[src/rtl/fetch_redirect_ctrl_if.sv]
// rtl/fetch_redirect_ctrl_if.sv - decode/hazard to fetch control bundle
//
// Requests (driven by decode/hazard logic):
//   hazard, br_req, br_off, jmp_req, jmp_tgt, halt_req, resume
// Controls and status (driven by fetch_redirect_ctrl):
//   brTaken, jump_en, brOffset, freeze, flush, halted, stall_cnt, timeout
interface fetch_redirect_ctrl_if #(
    parameter int WORD_LEN = 16
);
    logic                hazard;
    logic                br_req;
    logic [WORD_LEN-1:0] br_off;
    logic                jmp_req;
    logic [WORD_LEN-1:0] jmp_tgt;
    logic                halt_req;
    logic                resume;

    logic                brTaken;
    logic                jump_en;
    logic [WORD_LEN-1:0] brOffset;
    logic                freeze;
    logic                flush;
    logic                halted;
    logic [7:0]          stall_cnt;
    logic                timeout;

    modport master (
        output hazard, br_req, br_off, jmp_req, jmp_tgt, halt_req, resume,
        input  brTaken, jump_en, brOffset, freeze, flush, halted, stall_cnt, timeout
    );

    modport slave (
        input  hazard, br_req, br_off, jmp_req, jmp_tgt, halt_req, resume,
        output brTaken, jump_en, brOffset, freeze, flush, halted, stall_cnt, timeout
    );
endinterface

[src/rtl/fetch_redirect_ctrl.sv]
// rtl/fetch_redirect_ctrl.sv - fetch-stage redirect, stall and halt sequencer
//
// Ports:
//   clk  - system clock, rising edge
//   rst  - asynchronous active-low reset
//   bus  - fetch_redirect_ctrl_if.slave: requests in, fetch controls/status out
// brTaken/jump_en/brOffset/freeze are combinational (zero-cycle redirect);
// flush/halted/stall_cnt/timeout are registered.
module fetch_redirect_ctrl #(
    parameter int WORD_LEN     = 16,
    parameter int FLUSH_CYCLES = 1,
    parameter int STALL_LIMIT  = 200
) (
    input  logic                  clk,
    input  logic                  rst,
    fetch_redirect_ctrl_if.slave  bus
);

    localparam logic [1:0] FLUSH_INIT = 2'(FLUSH_CYCLES);
    localparam logic [7:0] STALL_LIM  = 8'(STALL_LIMIT);

    typedef enum logic [1:0] {
        RUN   = 2'd0,
        FLUSH = 2'd1,
        HALT  = 2'd2
    } state_t;

    state_t              state_q, state_d;
    logic [1:0]          flush_cnt_q, flush_cnt_d;
    logic                flush_q, flush_d;
    logic                halted_q, halted_d;
    logic [7:0]          stall_cnt_q, stall_cnt_d;
    logic                timeout_q, timeout_d;

    logic                br_taken_c;
    logic                jump_en_c;
    logic [WORD_LEN-1:0] br_offset_c;
    logic                freeze_c;

    always_ff @(posedge clk or negedge rst) begin
        if (!rst) begin
            state_q     <= RUN;
            flush_cnt_q <= 2'd0;
            flush_q     <= 1'b0;
            halted_q    <= 1'b0;
            stall_cnt_q <= 8'd0;
            timeout_q   <= 1'b0;
        end else begin
            state_q     <= state_d;
            flush_cnt_q <= flush_cnt_d;
            flush_q     <= flush_d;
            halted_q    <= halted_d;
            stall_cnt_q <= stall_cnt_d;
            timeout_q   <= timeout_d;
        end
    end

    always_comb begin
        state_d     = state_q;
        flush_cnt_d = flush_cnt_q;
        stall_cnt_d = 8'd0;         // any non-hazard cycle or non-RUN state clears it
        timeout_d   = timeout_q;
        br_taken_c  = 1'b0;
        jump_en_c   = 1'b0;
        br_offset_c = '0;
        freeze_c    = 1'b0;

        case (state_q)
            RUN: begin
                if (bus.hazard) begin
                    // Unresolved instruction in ID: hold PC, ignore its requests.
                    freeze_c    = 1'b1;
                    stall_cnt_d = (stall_cnt_q == 8'hFF) ? stall_cnt_q : stall_cnt_q + 8'd1;
                end else if (bus.jmp_req) begin
                    jump_en_c   = 1'b1;
                    br_offset_c = bus.jmp_tgt;
                    state_d     = FLUSH;
                    flush_cnt_d = FLUSH_INIT;
                end else if (bus.br_req) begin
                    br_taken_c  = 1'b1;
                    br_offset_c = bus.br_off;
                    state_d     = FLUSH;
                    flush_cnt_d = FLUSH_INIT;
                end else if (bus.halt_req) begin
                    freeze_c    = 1'b1;
                    state_d     = HALT;
                end
            end
            FLUSH: begin
                // Requests here come from killed wrong-path instructions.
                flush_cnt_d = flush_cnt_q - 2'd1;
                if (flush_cnt_d == 2'd0) begin
                    state_d = RUN;
                end
            end
            HALT: begin
                freeze_c = 1'b1;
                if (bus.resume) begin
                    state_d = RUN;
                end
            end
            default: begin
                state_d = RUN;
            end
        endcase

        if (stall_cnt_d == STALL_LIM) begin
            timeout_d = 1'b1;
        end
    end

    // Registered status follows the next state so flush covers exactly the
    // FLUSH_CYCLES cycles after the redirect edge and halted drops on resume.
    assign flush_d  = (state_d == FLUSH);
    assign halted_d = (state_d == HALT);

    // Combinational controls are forced quiet while reset is held.
    assign bus.brTaken   = rst & br_taken_c;
    assign bus.jump_en   = rst & jump_en_c;
    assign bus.freeze    = rst & freeze_c;
    assign bus.brOffset  = rst ? br_offset_c : '0;
    assign bus.flush     = flush_q;
    assign bus.halted    = halted_q;
    assign bus.stall_cnt = stall_cnt_q;
    assign bus.timeout   = timeout_q;

endmodule

[src/flat_wrapper.sv]
// flat-port wrapper written by rule: the top's interface ports become plain ports
module fetch_redirect_ctrl_flat 
#(
    parameter int WORD_LEN     = 16,
    parameter int FLUSH_CYCLES = 1,
    parameter int STALL_LIMIT  = 200
)
  (clk, rst, bus_hazard, bus_br_req, bus_br_off, bus_jmp_req, bus_jmp_tgt, bus_halt_req, bus_resume, bus_brTaken, bus_jump_en, bus_brOffset, bus_freeze, bus_flush, bus_halted, bus_stall_cnt, bus_timeout);
  fetch_redirect_ctrl_if #(.WORD_LEN(WORD_LEN)) bus_i ();
  input  logic clk;
  input  logic rst;
  input wire logic [$bits(bus_i.hazard)-1:0] bus_hazard;
  input wire logic [$bits(bus_i.br_req)-1:0] bus_br_req;
  input wire logic [$bits(bus_i.br_off)-1:0] bus_br_off;
  input wire logic [$bits(bus_i.jmp_req)-1:0] bus_jmp_req;
  input wire logic [$bits(bus_i.jmp_tgt)-1:0] bus_jmp_tgt;
  input wire logic [$bits(bus_i.halt_req)-1:0] bus_halt_req;
  input wire logic [$bits(bus_i.resume)-1:0] bus_resume;
  output wire logic [$bits(bus_i.brTaken)-1:0] bus_brTaken;
  output wire logic [$bits(bus_i.jump_en)-1:0] bus_jump_en;
  output wire logic [$bits(bus_i.brOffset)-1:0] bus_brOffset;
  output wire logic [$bits(bus_i.freeze)-1:0] bus_freeze;
  output wire logic [$bits(bus_i.flush)-1:0] bus_flush;
  output wire logic [$bits(bus_i.halted)-1:0] bus_halted;
  output wire logic [$bits(bus_i.stall_cnt)-1:0] bus_stall_cnt;
  output wire logic [$bits(bus_i.timeout)-1:0] bus_timeout;
  assign bus_i.hazard = bus_hazard;
  assign bus_i.br_req = bus_br_req;
  assign bus_i.br_off = bus_br_off;
  assign bus_i.jmp_req = bus_jmp_req;
  assign bus_i.jmp_tgt = bus_jmp_tgt;
  assign bus_i.halt_req = bus_halt_req;
  assign bus_i.resume = bus_resume;
  assign bus_brTaken = bus_i.brTaken;
  assign bus_jump_en = bus_i.jump_en;
  assign bus_brOffset = bus_i.brOffset;
  assign bus_freeze = bus_i.freeze;
  assign bus_flush = bus_i.flush;
  assign bus_halted = bus_i.halted;
  assign bus_stall_cnt = bus_i.stall_cnt;
  assign bus_timeout = bus_i.timeout;
  fetch_redirect_ctrl #(.WORD_LEN(WORD_LEN), .FLUSH_CYCLES(FLUSH_CYCLES), .STALL_LIMIT(STALL_LIMIT)) u_core (.clk(clk), .rst(rst), .bus(bus_i));
endmodule
[config.mk]
export PLATFORM = sky130hd
export DESIGN_NAME = fetch_redirect_ctrl_flat
export DESIGN_NICKNAME = d
export VERILOG_FILES = /design/src/rtl/fetch_redirect_ctrl_if.sv /design/src/rtl/fetch_redirect_ctrl.sv /design/src/flat_wrapper.sv
export SDC_FILE = /design/constraint.sdc
export NUM_CORES = 1
export LEC_CHECK = 0
export BUFFER_PORTS_ARGS = -buffer_cell sky130_fd_sc_hd__buf_4
export CAP_MARGIN = 20
export CELL_PAD_IN_SITES_DETAIL_PLACEMENT = 1
export CELL_PAD_IN_SITES_GLOBAL_PLACEMENT = 2
export CORE_MARGIN = 8
export CORE_UTILIZATION = 19
export CTS_BUF_LIST = sky130_fd_sc_hd__clkbuf_4 sky130_fd_sc_hd__clkbuf_8 sky130_fd_sc_hd__clkbuf_16
export CTS_CLUSTER_DIAMETER = 50
export CTS_CLUSTER_SIZE = 14
export DETAILED_ROUTE_END_ITERATION = 7
export PLACE_DENSITY = 0.76
export SYNTH_ARGS = -nofsm -noshare
export SYNTH_HDL_FRONTEND = slang
export SYNTH_SLANG_ARGS = --single-unit
[constraint.sdc]
create_clock -name clk -period 1.8 [get_ports clk]
set_clock_uncertainty 0.05 [all_clocks]
set_input_delay 0.36 -clock clk [delete_from_list [all_inputs] [get_ports clk]]
set_output_delay 0.36 -clock clk [all_outputs]
set_load 0.03 [all_outputs]
# ---- Word-level counts from Yosys, hierarchy flattened
# Index checks and enable logic that the tools add are counted.
dict set report word_totals {
  regBits 15
  inputBits 39
  output_inout_bits 30
  word_cells 54
}
dict set report op_classes {
  add_sub_neg 2
  n_eq_ne 8
  mux 31
  bitwise_logic 3
  n_reduce_logical 4
}
# op n
set ops {}
lappend ops {{16-bit 2-to-1 mux} 5}
lappend ops {{8-bit 2-to-1 mux} 3}
lappend ops {{2-bit 2-to-1 mux} 9}
lappend ops {{8-bit == test (second input constant)} 2}
lappend ops {{1-bit 2-to-1 mux} 11}
lappend ops {{8-bit by 1-bit adder with 8-bit output (second input constant)} 1}
lappend ops {{2-bit case mux with 3 select lines} 1}
lappend ops {{2-bit by 1-bit == test with 1-bit output (second input constant)} 2}
lappend ops {{2-bit == test (second input constant)} 2}
lappend ops {{2-bit logical NOT} 2}
lappend ops {{2-bit case mux with 2 select lines} 1}
lappend ops {{1-bit bitwise AND} 3}
lappend ops {{3-bit != test (second input constant)} 1}
lappend ops {{3-bit AND reduction} 1}
lappend ops {{2-bit != test (second input constant)} 1}
lappend ops {{1-bit case mux with 2 select lines} 1}
lappend ops {{2-bit nonzero test} 1}
lappend ops {{2-bit by 1-bit subtractor with 2-bit output (second input constant)} 1}

# ---- Depth between registers and ports, before layout
# Gate-level depths: netlist of run 1.
dict set report logic_depth {
  ltp_word 6
  ltp_mapped 5
  mapped_depth_nobuf 5
}

# ---- Least setup slack after synthesis of run 1
# No wires, ideal clock.
dict set report synth_path {
  path_type {flip-flop to output port}
  startpoint {register u_core.state_q[0]}
  endpoint {output bus_brOffset[10]}
  arrival_ns 1.685
  required_ns 1.390
  path_slack_ns -0.295
  path_stages_with_launch 6
  path_buffers 1
  cell_sequence {dfrtp_1 -> inv_1 -> nand2_1 -> nor4b_4 -> buf_2 -> a22o_1}
}
dict set report synth_via {
  elab_chain_len 3
}
# element line_no
set synth_rtl {}
lappend synth_rtl {{from (decl)} fetch_redirect_ctrl.sv:28} ;# state_t state_q, state_d;
lappend synth_rtl {{from (signal assigned)} fetch_redirect_ctrl.sv:49} ;# state_q <= state_d;
lappend synth_rtl {{2-bit logical NOT} fetch_redirect_ctrl.sv:68} ;# case (state_q)
lappend synth_rtl {{16-bit 2-to-1 mux} fetch_redirect_ctrl.sv:68}
lappend synth_rtl {{16-bit 2-to-1 mux} fetch_redirect_ctrl.sv:121} ;# assign bus.brOffset = rst ? br_offset_c : '0;
lappend synth_rtl {{to (decl)} flat_wrapper.sv:21} ;# output wire logic [$bits(bus_i.brOffset)-1:0] bus_brOffset;
# Every way passes these cells.

# ---- Worst setup path after layout of run 1
dict set report layout_path {
  startpoint {register u_core.state_q[0]}
  endpoint {output bus_brOffset[15]}
}
# The elaborated chain is that of the path after synthesis.

==> results of run 1 <==
## stage by stage
step	power (mW)	area, um^2	setup WS [ns]
after floorplan	0.815	1030	-0.0507
after global placement	1.08	1690	0.00242
after detailed placement	1.10	1690	-0.0491
after CTS	1.53	2060	-0.271
after global routing	1.66	2060	-0.277
final	1.57	2060	-0.178
## path summary, 6_finish.rpt
check,from,end,slack (ns),depth (start not counted)
hold / removal,rst,u_core.state_q[1]$_DFF_PN0_,0.05,2
setup / recovery,u_core.state_q[0]$_DFF_PN0_,bus_brOffset[15],-0.18,7
max in group asynchronous,rst,u_core.bus.stall_cnt[2]$_DFF_PN0_,1.45,2
hold reg to reg,u_core.bus.timeout$_DFFE_PN0N_,u_core.bus.timeout$_DFFE_PN0N_,0.42,2
setup reg to reg,u_core.state_q[1]$_DFF_PN0_,u_core.bus.timeout$_DFFE_PN0N_,-0.05,6
min in group clk,bus_halt_req,u_core.bus.halted$_DFF_PN0_,0.40,3
## cells in the mapped netlist (3+ instances only)
cell and number:
a22o_1 16, nand4_1 3, nand2_1 3, o21ai_0 5, nor3_1 3, and3_1 5, inv_1 9, dfrtp_1 15
buf_2 3, nor2_1 12, a21oi_1 4
## sequential cells by signal, summed over array words and instances, names as in the netlist
register / count
u_core.flush_cnt_q: 2
u_core.bus.flush: 1
u_core.bus.timeout: 1
u_core.bus.stall_cnt: 8
u_core.state_q: 2
u_core.bus.halted: 1
## cells by family after synthesis
family                   Yosys count  share of synthesized area
adder cells (fa/ha/maj)            2                     0.0253
AND/OR/NAND/NOR                   36                      0.210
buffers and inverters             14                     0.0645
XOR/XNOR                           1                    0.00886
flip-flops                        15                      0.380
AO/OA/AOI/OAI                     37                      0.311
## critical path: stages (launching register included)
cell	delay, ns
dfrtp_1	0.40
inv_2	0.08
nand2_2	0.07
nor4b_4	0.22
buf_6	0.15
buf_6	0.12
a22o_1	0.15
buf_6	0.14
## routing by layer
layer  routed length [um]  global-route usage
met3                  549              0.0394
met2                 2440               0.216
met1                 1830               0.129
met5                    0                   0
met4                   37              0.0292
## timing repair
item                                    4_1_cts  5_1_grt
endpoints found under the setup margin       19       19
gates resized for setup                      37       10
pin swaps                                     4       10
cloned                                        2        0
buffers inserted                             14        4
## power groups by stage
stage               sequential (mW)  combinational, mW  clock, mW
detailed placement            0.464              0.638          0
global route                  0.452              0.902      0.309
CTS                           0.441              0.788      0.297
floorplan                     0.508              0.307          0
finish                        0.444              0.836      0.286
global placement              0.460              0.618          0
## cell type report
| cell class | count | area, um^2 |
|---|---|---|
| Multi-Input combinational cell | 76 | 679 |
| Inverter | 9 | 33.8 |
| Timing Repair Buffer | 95 | 828 |
| Tap cell | 70 | 87.6 |
| Clock buffer | 4 | 48.8 |
| Fill cell | 595 | 3020 |
| Sequential cell | 15 | 379 |
==> impl_metrics.env, run 1 <==
export IMPL_worst_ep_required_time_ns=1.39
export IMPL_holdWs_ns=0.0488
export IMPL_nNetsFinal=241
export IMPL_period_minus_slack_ns=1.98
export IMPL_cp_arrival_ns=1.57
export IMPL_critPathLaunchType="flop"
export IMPL_rsz0062_at_grt="yes"
export IMPL_worst_slew_pin_slew_ns=0.234
export IMPL_ys_flop_type="dfrtp_1"
export IMPL_finalHoldViolations=0
export IMPL_area_growth_pct=108
export IMPL_synth_edf_count=0
export IMPL_final_common_cell="buf_4"
export IMPL_syn_area_per_cell_um2=9.41
export IMPL_detail_route_antenna_nets=0
export IMPL_ys_top_cells_by_area="dfrtp_1 38%, a22o_1 14%, nor2_1 4.6%"
export IMPL_hold_class="in -> async"
export IMPL_hold_buffers=0
export IMPL_insertion_delay_ns=0.24
export IMPL_power_switching_mw=0.571
export IMPL_first_iter_violations=26
export IMPL_period_share=1.10
export IMPL_p_clk_frac=0.182
export IMPL_fp_dieW_um=88.1
export IMPL_synthArstFlopShare=1.00
export IMPL_clock_fmax_mhz=505
export IMPL_pwr_share_comb=0.534
export IMPL_synth_top_area_cell="dfrtp_1"
export IMPL_die_area_mm2=0.00777
export IMPL_maxCapViolations=0
export IMPL_dp_cells=249
export IMPL_p_sw_frac=0.365
export IMPL_wirelength_um=4860
export IMPL_vias=1272
export IMPL_yosysWarnings=0
export IMPL_rows=26
export IMPL_worstSetupPathType="reg -> out"
export IMPL_wl_per_cell_um=18.1
export IMPL_overflow=0
export IMPL_syn_nets=146
export IMPL_cts_sink_count=15
export IMPL_ys_ff_latch=15
export IMPL_antenna_found_initial=0
export IMPL_setup_slack_ns=-0.178
export IMPL_finalSetupViolCount=18
export IMPL_drc=0
export IMPL_antennaDiodeCount=0
export IMPL_via_per_inst=4.73
export IMPL_mostFrequentLayoutCells="70 x buf_4, 22 x buf_6, 12 x dfrtp_1, 11 x nor2_1, 9 x a22o_4"
export IMPL_cts_buffers=3
export IMPL_clk_pin_slew_ns=0.06
export IMPL_root_buffer="clkbuf_8"
export IMPL_synth_top_cell_area_share=0.380
export IMPL_power_density_mw_per_mm2=761
export IMPL_syn_area_um2=988
export IMPL_gp_congestion=0.842
export IMPL_fin_util=0.405
export IMPL_violations="setup timing"
export IMPL_seqPwrFrac=0.283
export IMPL_p_int_mw=0.995
export IMPL_crit_path_end_kind="output pin"
export IMPL_io_pins=69
export IMPL_seq_area_frac_synth=0.380
export IMPL_status="complete, but fails checks"
export IMPL_drive_gt1_frac=0.633
export IMPL_portBuffers=68
export IMPL_track_usage=0.119
export IMPL_die_height_um=88.1
export IMPL_cts_tree="built"
export IMPL_grt_max_degree=18
export IMPL_core_area_mm2=0.00507
export IMPL_start_util=0.195
export IMPL_clock_path_buffers=2
export IMPL_critPathMaxFanout=5
export IMPL_grt_pass1_vias=1425
export IMPL_p_leak_nw=1.01
export IMPL_instances_no_fill=269
export IMPL_ir_worst_vdd_mv=0.513
export IMPL_maxSlewViolCount=0
export IMPL_syn_inst=105
export IMPL_htree_levels=1
export IMPL_slew_headroom=0.843
export IMPL_tns_ns=-2.60
export IMPL_grt_pass1_wl_um=7320
export IMPL_hpwl_um=3400
export IMPL_first_pass_iters=4
export IMPL_ys_types=32
Note: power is estimated with default switching activity, not from simulation.
==> inputs of run 2 (changes only) <==
==> constraint.sdc (replaced) <==
create_clock -name clk -period 1.68 [get_ports clk]
set_clock_uncertainty 0.05 [all_clocks]
set_input_delay 0.336 -clock clk [delete_from_list [all_inputs] [get_ports clk]]
set_output_delay 0.336 -clock clk [all_outputs]
set_load 0.03 [all_outputs]
==> impl_metrics.env, run 2 (synthesis gave the netlist of run 1 again) <==
export IMPL_p_sw_frac=0.375
export IMPL_cts_sink_count=15
export IMPL_core_area_mm2=0.00507
export IMPL_detail_route_antenna_nets=0
export IMPL_crit_buf_inv=4
export IMPL_first_pass_iters=4
export IMPL_period_minus_slack_ns=1.98
export IMPL_instances_no_fill=266
export IMPL_clock_fmax_mhz=505
export IMPL_power_density_mw_per_mm2=789
export IMPL_mostFrequentLayoutCells="69 x buf_4, 18 x buf_6, 14 x a22o_4, 11 x nor2_1, 10 x dfrtp_1"
export IMPL_seqPwrFrac=0.286
export IMPL_fillers=587
export IMPL_clk_pin_slew_ns=0.07
export IMPL_status="complete, but fails checks"
export IMPL_antennaDiodeCount=0
export IMPL_gp_congestion=0.841
export IMPL_finalSetupViolCount=19
export IMPL_design_area_mm2=0.00210
export IMPL_ir_worst_vdd_mv=0.474
export IMPL_cp_cell_sequence="inv_2 -> nand2_4 -> nor4b_4 -> buf_6 -> clkbuf_16 -> a22o_2 -> buf_6"
export IMPL_p_int_mw=1.04
export IMPL_via_per_inst=4.67
export IMPL_die_area_mm2=0.00777
export IMPL_p_leak_nw=1.04
export IMPL_finalHoldViolations=0
export IMPL_hpwl_um=3570
export IMPL_htree_levels=1
export IMPL_worst_slew_pin_slew_ns=0.283
export IMPL_drive_gt1_frac=0.663
export IMPL_start_util=0.195
export IMPL_crit_path_end_kind="output pin"
export IMPL_cp_common_cell="buf_6"
export IMPL_pwr_share_comb=0.530
export IMPL_final_common_cell="buf_4"
export IMPL_dp_cells=256
export IMPL_grt_max_degree=18
export IMPL_worstSetupPathType="reg -> out"
export IMPL_fp_dieW_um=88.1
export IMPL_insertion_delay_ns=0.25
export IMPL_vias=1242
export IMPL_grt_pass1_wl_um=6560
export IMPL_die_height_um=88.1
export IMPL_wirelength_um=4540
export IMPL_overflow=0
export IMPL_multiInputGateArea_um2=727
export IMPL_setup_slack_ns=-0.300
export IMPL_power_switching_mw=0.623
export IMPL_maxCapViolations=0
export IMPL_cts_tree="built"
export IMPL_worst_ep_required_time_ns=1.29
export IMPL_area_growth_pct=113
export IMPL_track_usage=0.105
export IMPL_io_pins=69
export IMPL_period_share=1.18
export IMPL_grt_pass1_vias=1276
export IMPL_path_delay_family="buffers and inverters"
export IMPL_critPathMaxFanout=4
export IMPL_startpoint="u_core.state_q[0]$_DFF_PN0_"
export IMPL_worst_path_max_delay_cell="dfrtp_1"
export IMPL_nNetsFinal=238
export IMPL_use_met1=0.119
export IMPL_wl_per_cell_um=17.1
export IMPL_busiest_layer="met2"
export IMPL_cp_arrival_ns=1.59
export IMPL_violations="setup timing"
export IMPL_hold_class="in -> async"
export IMPL_critPathLaunchType="flop"
export IMPL_first_iter_violations=20
export IMPL_seq_area_um2=382
export IMPL_slew_headroom=0.811
export IMPL_grt_util_met2=0.185
export IMPL_clock_path_buffers=2
export IMPL_maxSlewViolCount=0
export IMPL_drc=0
export IMPL_groute_layer_met3_usage=0.0347
export IMPL_root_buffer="clkbuf_8"
export IMPL_placed_area_mm2=0.00183
export IMPL_antenna_found_initial=0
export IMPL_rsz0062_at_grt="yes"
export IMPL_p_clk_frac=0.184
export IMPL_portBuffers=68
export IMPL_reg2reg_from="u_core.state_q[1]$_DFF_PN0_"
export IMPL_largest_register_ffs=8
export IMPL_cts_buffers=3
export IMPL_cp_slowest_stage_delay_ns=0.40
export IMPL_rows=26
## run 2: power groups by stage
| stage | Combinational, mW | Clock [mW] | Sequential, mW |
|---|---|---|---|
| 3_5_place_dp | 0.773 | 0 | 0.483 |
| 5_1_grt | 0.952 | 0.326 | 0.486 |
| 2_1_floorplan | 0.356 | 0 | 0.546 |
| 4_1_cts | 0.816 | 0.319 | 0.475 |
| 6_report | 0.881 | 0.306 | 0.475 |
| 3_3_place_gp | 0.750 | 0 | 0.476 |
## run 2: layout make-up
class,count,share of cell area
inverters,9,0.0161
clock buffers,3,0.0196
multi-input cells,76,0.345
flip-flops and latches,15,0.181
repair buffers,92,0.392
well taps,70,0.0416
clock inverters,1,0.00357
## run 2: worst paths after layout
kind	to	slack (ns)	cells after the start
max	bus_brOffset[3]	-0.30	7
min	u_core.state_q[1]$_DFF_PN0_	0.02	2
max reg2reg	u_core.bus.timeout$_DFFE_PN0N_	-0.14	5
min reg2reg	u_core.flush_cnt_q[1]$_DFFE_PN0P_	0.46	1
max in group asynchronous	u_core.bus.stall_cnt[7]$_DFF_PN0_	1.36	2
min in group clk	u_core.bus.halted$_DFF_PN0_	0.35	3
## run 2: metal layers
metal | share of wire | up-vias
met1 | 0.43 | 592
met4 | 0.0075 | 0
met3 | 0.10 | 4
li1 | - | 584
met2 | 0.46 | 62
met5 | 0 | -
## run 2: metrics by stage
| stage | util | setup WS [ns] | power, mW | hold slack [ns] | setup TNS [ns] |
|---|---|---|---|---|---|
| after floorplan | - | -0.0654 | 0.903 | -0.00959 | -0.586 |
| after global placement | 0.361 | -0.0422 | 1.23 | 0.279 | -0.472 |
| after detailed placement | 0.361 | -0.103 | 1.26 | 0.280 | -1.22 |
| after CTS | 0.387 | -0.261 | 1.61 | 0.0170 | -4.26 |
| after global routing | 0.415 | -0.395 | 1.76 | 0.0310 | -6.66 |
| final | 0.415 | -0.300 | 1.66 | 0.0207 | -4.86 |
## run 2: repair_timing
action / 4_1_cts / 5_1_grt
hold buffers: 0 / 0
cloned: 0 / 2
endpoints found under the setup margin: 19 / 20
buffers inserted: 1 / 3
gates resized for setup: 20 / 11
pin swaps: 1 / 2
==> inputs of run 3 (changes only) <==
--- a/config.mk
+++ b/config.mk
@@ -16,6 +16,7 @@
 export CTS_CLUSTER_SIZE = 14
 export DETAILED_ROUTE_END_ITERATION = 7
 export PLACE_DENSITY = 0.76
+export SETUP_SLACK_MARGIN = 0.1
 export SYNTH_ARGS = -nofsm -noshare
 export SYNTH_HDL_FRONTEND = slang
 export SYNTH_SLANG_ARGS = --single-unit
==> impl_metrics.env, run 3 (synthesis gave the netlist of run 1 again) <==
export IMPL_wl_per_cell_um=17.1
export IMPL_die_area_mm2=0.00777
export IMPL_core_area_mm2=0.00507
export IMPL_grt_pass1_wl_um=6560
export IMPL_antennaDiodeCount=0
export IMPL_portBuffers=68
export IMPL_maxSlewViolCount=0
export IMPL_design_area_mm2=0.00210
export IMPL_placed_area_mm2=0.00183
export IMPL_io_pins=69
export IMPL_clock_fmax_mhz=505
export IMPL_tns_ns=-4.86
export IMPL_ir_worst_vdd_mv=0.474
export IMPL_maxCapViolations=0
export IMPL_gp_congestion=0.841
export IMPL_nNetsFinal=238
export IMPL_grt_max_degree=18
export IMPL_overflow=0
export IMPL_worst_ep_required_time_ns=1.29
export IMPL_clock_path_buffers=2
export IMPL_violations="setup timing"
export IMPL_htree_levels=1
export IMPL_fp_dieW_um=88.1
export IMPL_largest_register_ffs=8
export IMPL_status="complete, but fails checks"
export IMPL_detail_route_antenna_nets=0
export IMPL_finalHoldViolations=0
export IMPL_clk_pin_slew_ns=0.07
export IMPL_groute_layer_met3_usage=0.0347
export IMPL_cts_tree="built"
export IMPL_pwr_share_comb=0.530
export IMPL_power_mw=1.66
export IMPL_cts_buffers=3
export IMPL_first_iter_violations=25
export IMPL_hold_buffers=0
export IMPL_use_met1=0.119
export IMPL_hpwl_um=3570
export IMPL_vias=1242
export IMPL_multiInputGateArea_um2=727
export IMPL_period_share=1.18
export IMPL_drive_gt1_frac=0.663
export IMPL_hold_class="in -> async"
export IMPL_seqPwrFrac=0.286
export IMPL_area_growth_pct=113
export IMPL_cts_sink_count=15
export IMPL_worstSetupPathType="reg -> out"
export IMPL_rsz0062_at_grt="yes"
export IMPL_critPathLaunchType="flop"
export IMPL_drc=0
export IMPL_start_util=0.195
export IMPL_antenna_found_initial=0
export IMPL_p_clk_frac=0.184
export IMPL_seq_area_um2=382
export IMPL_p_leak_nw=1.04
export IMPL_first_pass_iters=4
export IMPL_cp_arrival_ns=1.59
export IMPL_root_buffer="clkbuf_8"
export IMPL_mostFrequentLayoutCells="69 x buf_4, 18 x buf_6, 14 x a22o_4, 11 x nor2_1, 10 x dfrtp_1"
export IMPL_wirelength_um=4540
export IMPL_crit_path_end_kind="output pin"
export IMPL_p_int_mw=1.04
export IMPL_fillers=587
export IMPL_power_switching_mw=0.623
export IMPL_insertion_delay_ns=0.25
export IMPL_finalSetupViolCount=19
export IMPL_grt_pass1_vias=1276
export IMPL_p_sw_frac=0.375
export IMPL_power_density_mw_per_mm2=789
export IMPL_final_common_cell="buf_4"
export IMPL_period_minus_slack_ns=1.98
export IMPL_worst_slew_pin_slew_ns=0.283
export IMPL_die_height_um=88.1
export IMPL_via_per_inst=4.67
export IMPL_slew_headroom=0.811
export IMPL_critPathMaxFanout=4
export IMPL_grt_util_met2=0.185
export IMPL_busiest_layer="met2"
export IMPL_rows=26
export IMPL_track_usage=0.105
export IMPL_setup_slack_ns=-0.300
run 3: cell counts in the layout (fill, tap and decap cells not counted):
No cell type changed its count.
run 3: final timing paths:
check,from,end,slack [ns],cells after the start
worst max-delay path,u_core.state_q[0]$_DFF_PN0_,bus_brOffset[3],-0.30,7
worst min-delay path,rst,u_core.state_q[1]$_DFF_PN0_,0.02,2
worst max register to register,u_core.state_q[1]$_DFF_PN0_,u_core.bus.timeout$_DFFE_PN0N_,-0.14,5
worst min register to register,u_core.flush_cnt_q[1]$_DFFE_PN0P_,u_core.flush_cnt_q[1]$_DFFE_PN0P_,0.46,1
max in group asynchronous,rst,u_core.bus.stall_cnt[7]$_DFF_PN0_,1.36,2
min in group clk,bus_halt_req,u_core.bus.halted$_DFF_PN0_,0.35,3
run 3: power groups by stage:
stage / Clock [mW] / Combinational, mW / Sequential (mW)
after CTS: 0.319 / 0.816 / 0.475
final: 0.306 / 0.881 / 0.475
after global placement: 0 / 0.750 / 0.476
after detailed placement: 0 / 0.773 / 0.483
after floorplan: 0 / 0.356 / 0.546
after global routing: 0.326 / 0.952 / 0.486
run 3: final cells by class:
cell class	instances	share of cell area
clock buffers	3	0.0196
clock inverters	1	0.00357
inverters	9	0.0161
multi-input cells	76	0.345
flip-flops and latches	15	0.181
well taps	70	0.0416
repair buffers	92	0.392
run 3: worst max-delay path, cell delays in order (launching register included):
cell and delay, ns:
dfrtp_1 0.40, inv_2 0.10, nand2_4 0.06, nor4b_4 0.22, buf_6 0.16, clkbuf_16 0.14, a22o_2 0.13, buf_6 0.12
run 3: timing repair:
action,CTS,global route
hold endpoints to repair,0,0
buffers inserted,1,3
pin swaps,1,2
gates cloned,0,2
endpoints found under the setup margin,20,22
gates resized for setup,20,11
run 3: metal layers:
layer	vias to the layer above	wire length, um
met2	62	2090
met4	0	34
li1	584	-
met3	4	465
met1	592	1950
met5	-	0
run 3: metrics by stage:
stage	hold slack [ns]	setup WS, ns	cells	util
2_1_floorplan	-0.00959	-0.0654	105	-
3_3_place_gp	0.279	-0.0422	256	0.361
3_5_place_dp	0.280	-0.103	256	0.361
4_1_cts	0.0170	-0.261	261	0.387
5_1_grt	0.0310	-0.395	266	0.415
6_report	0.0207	-0.300	266	0.415
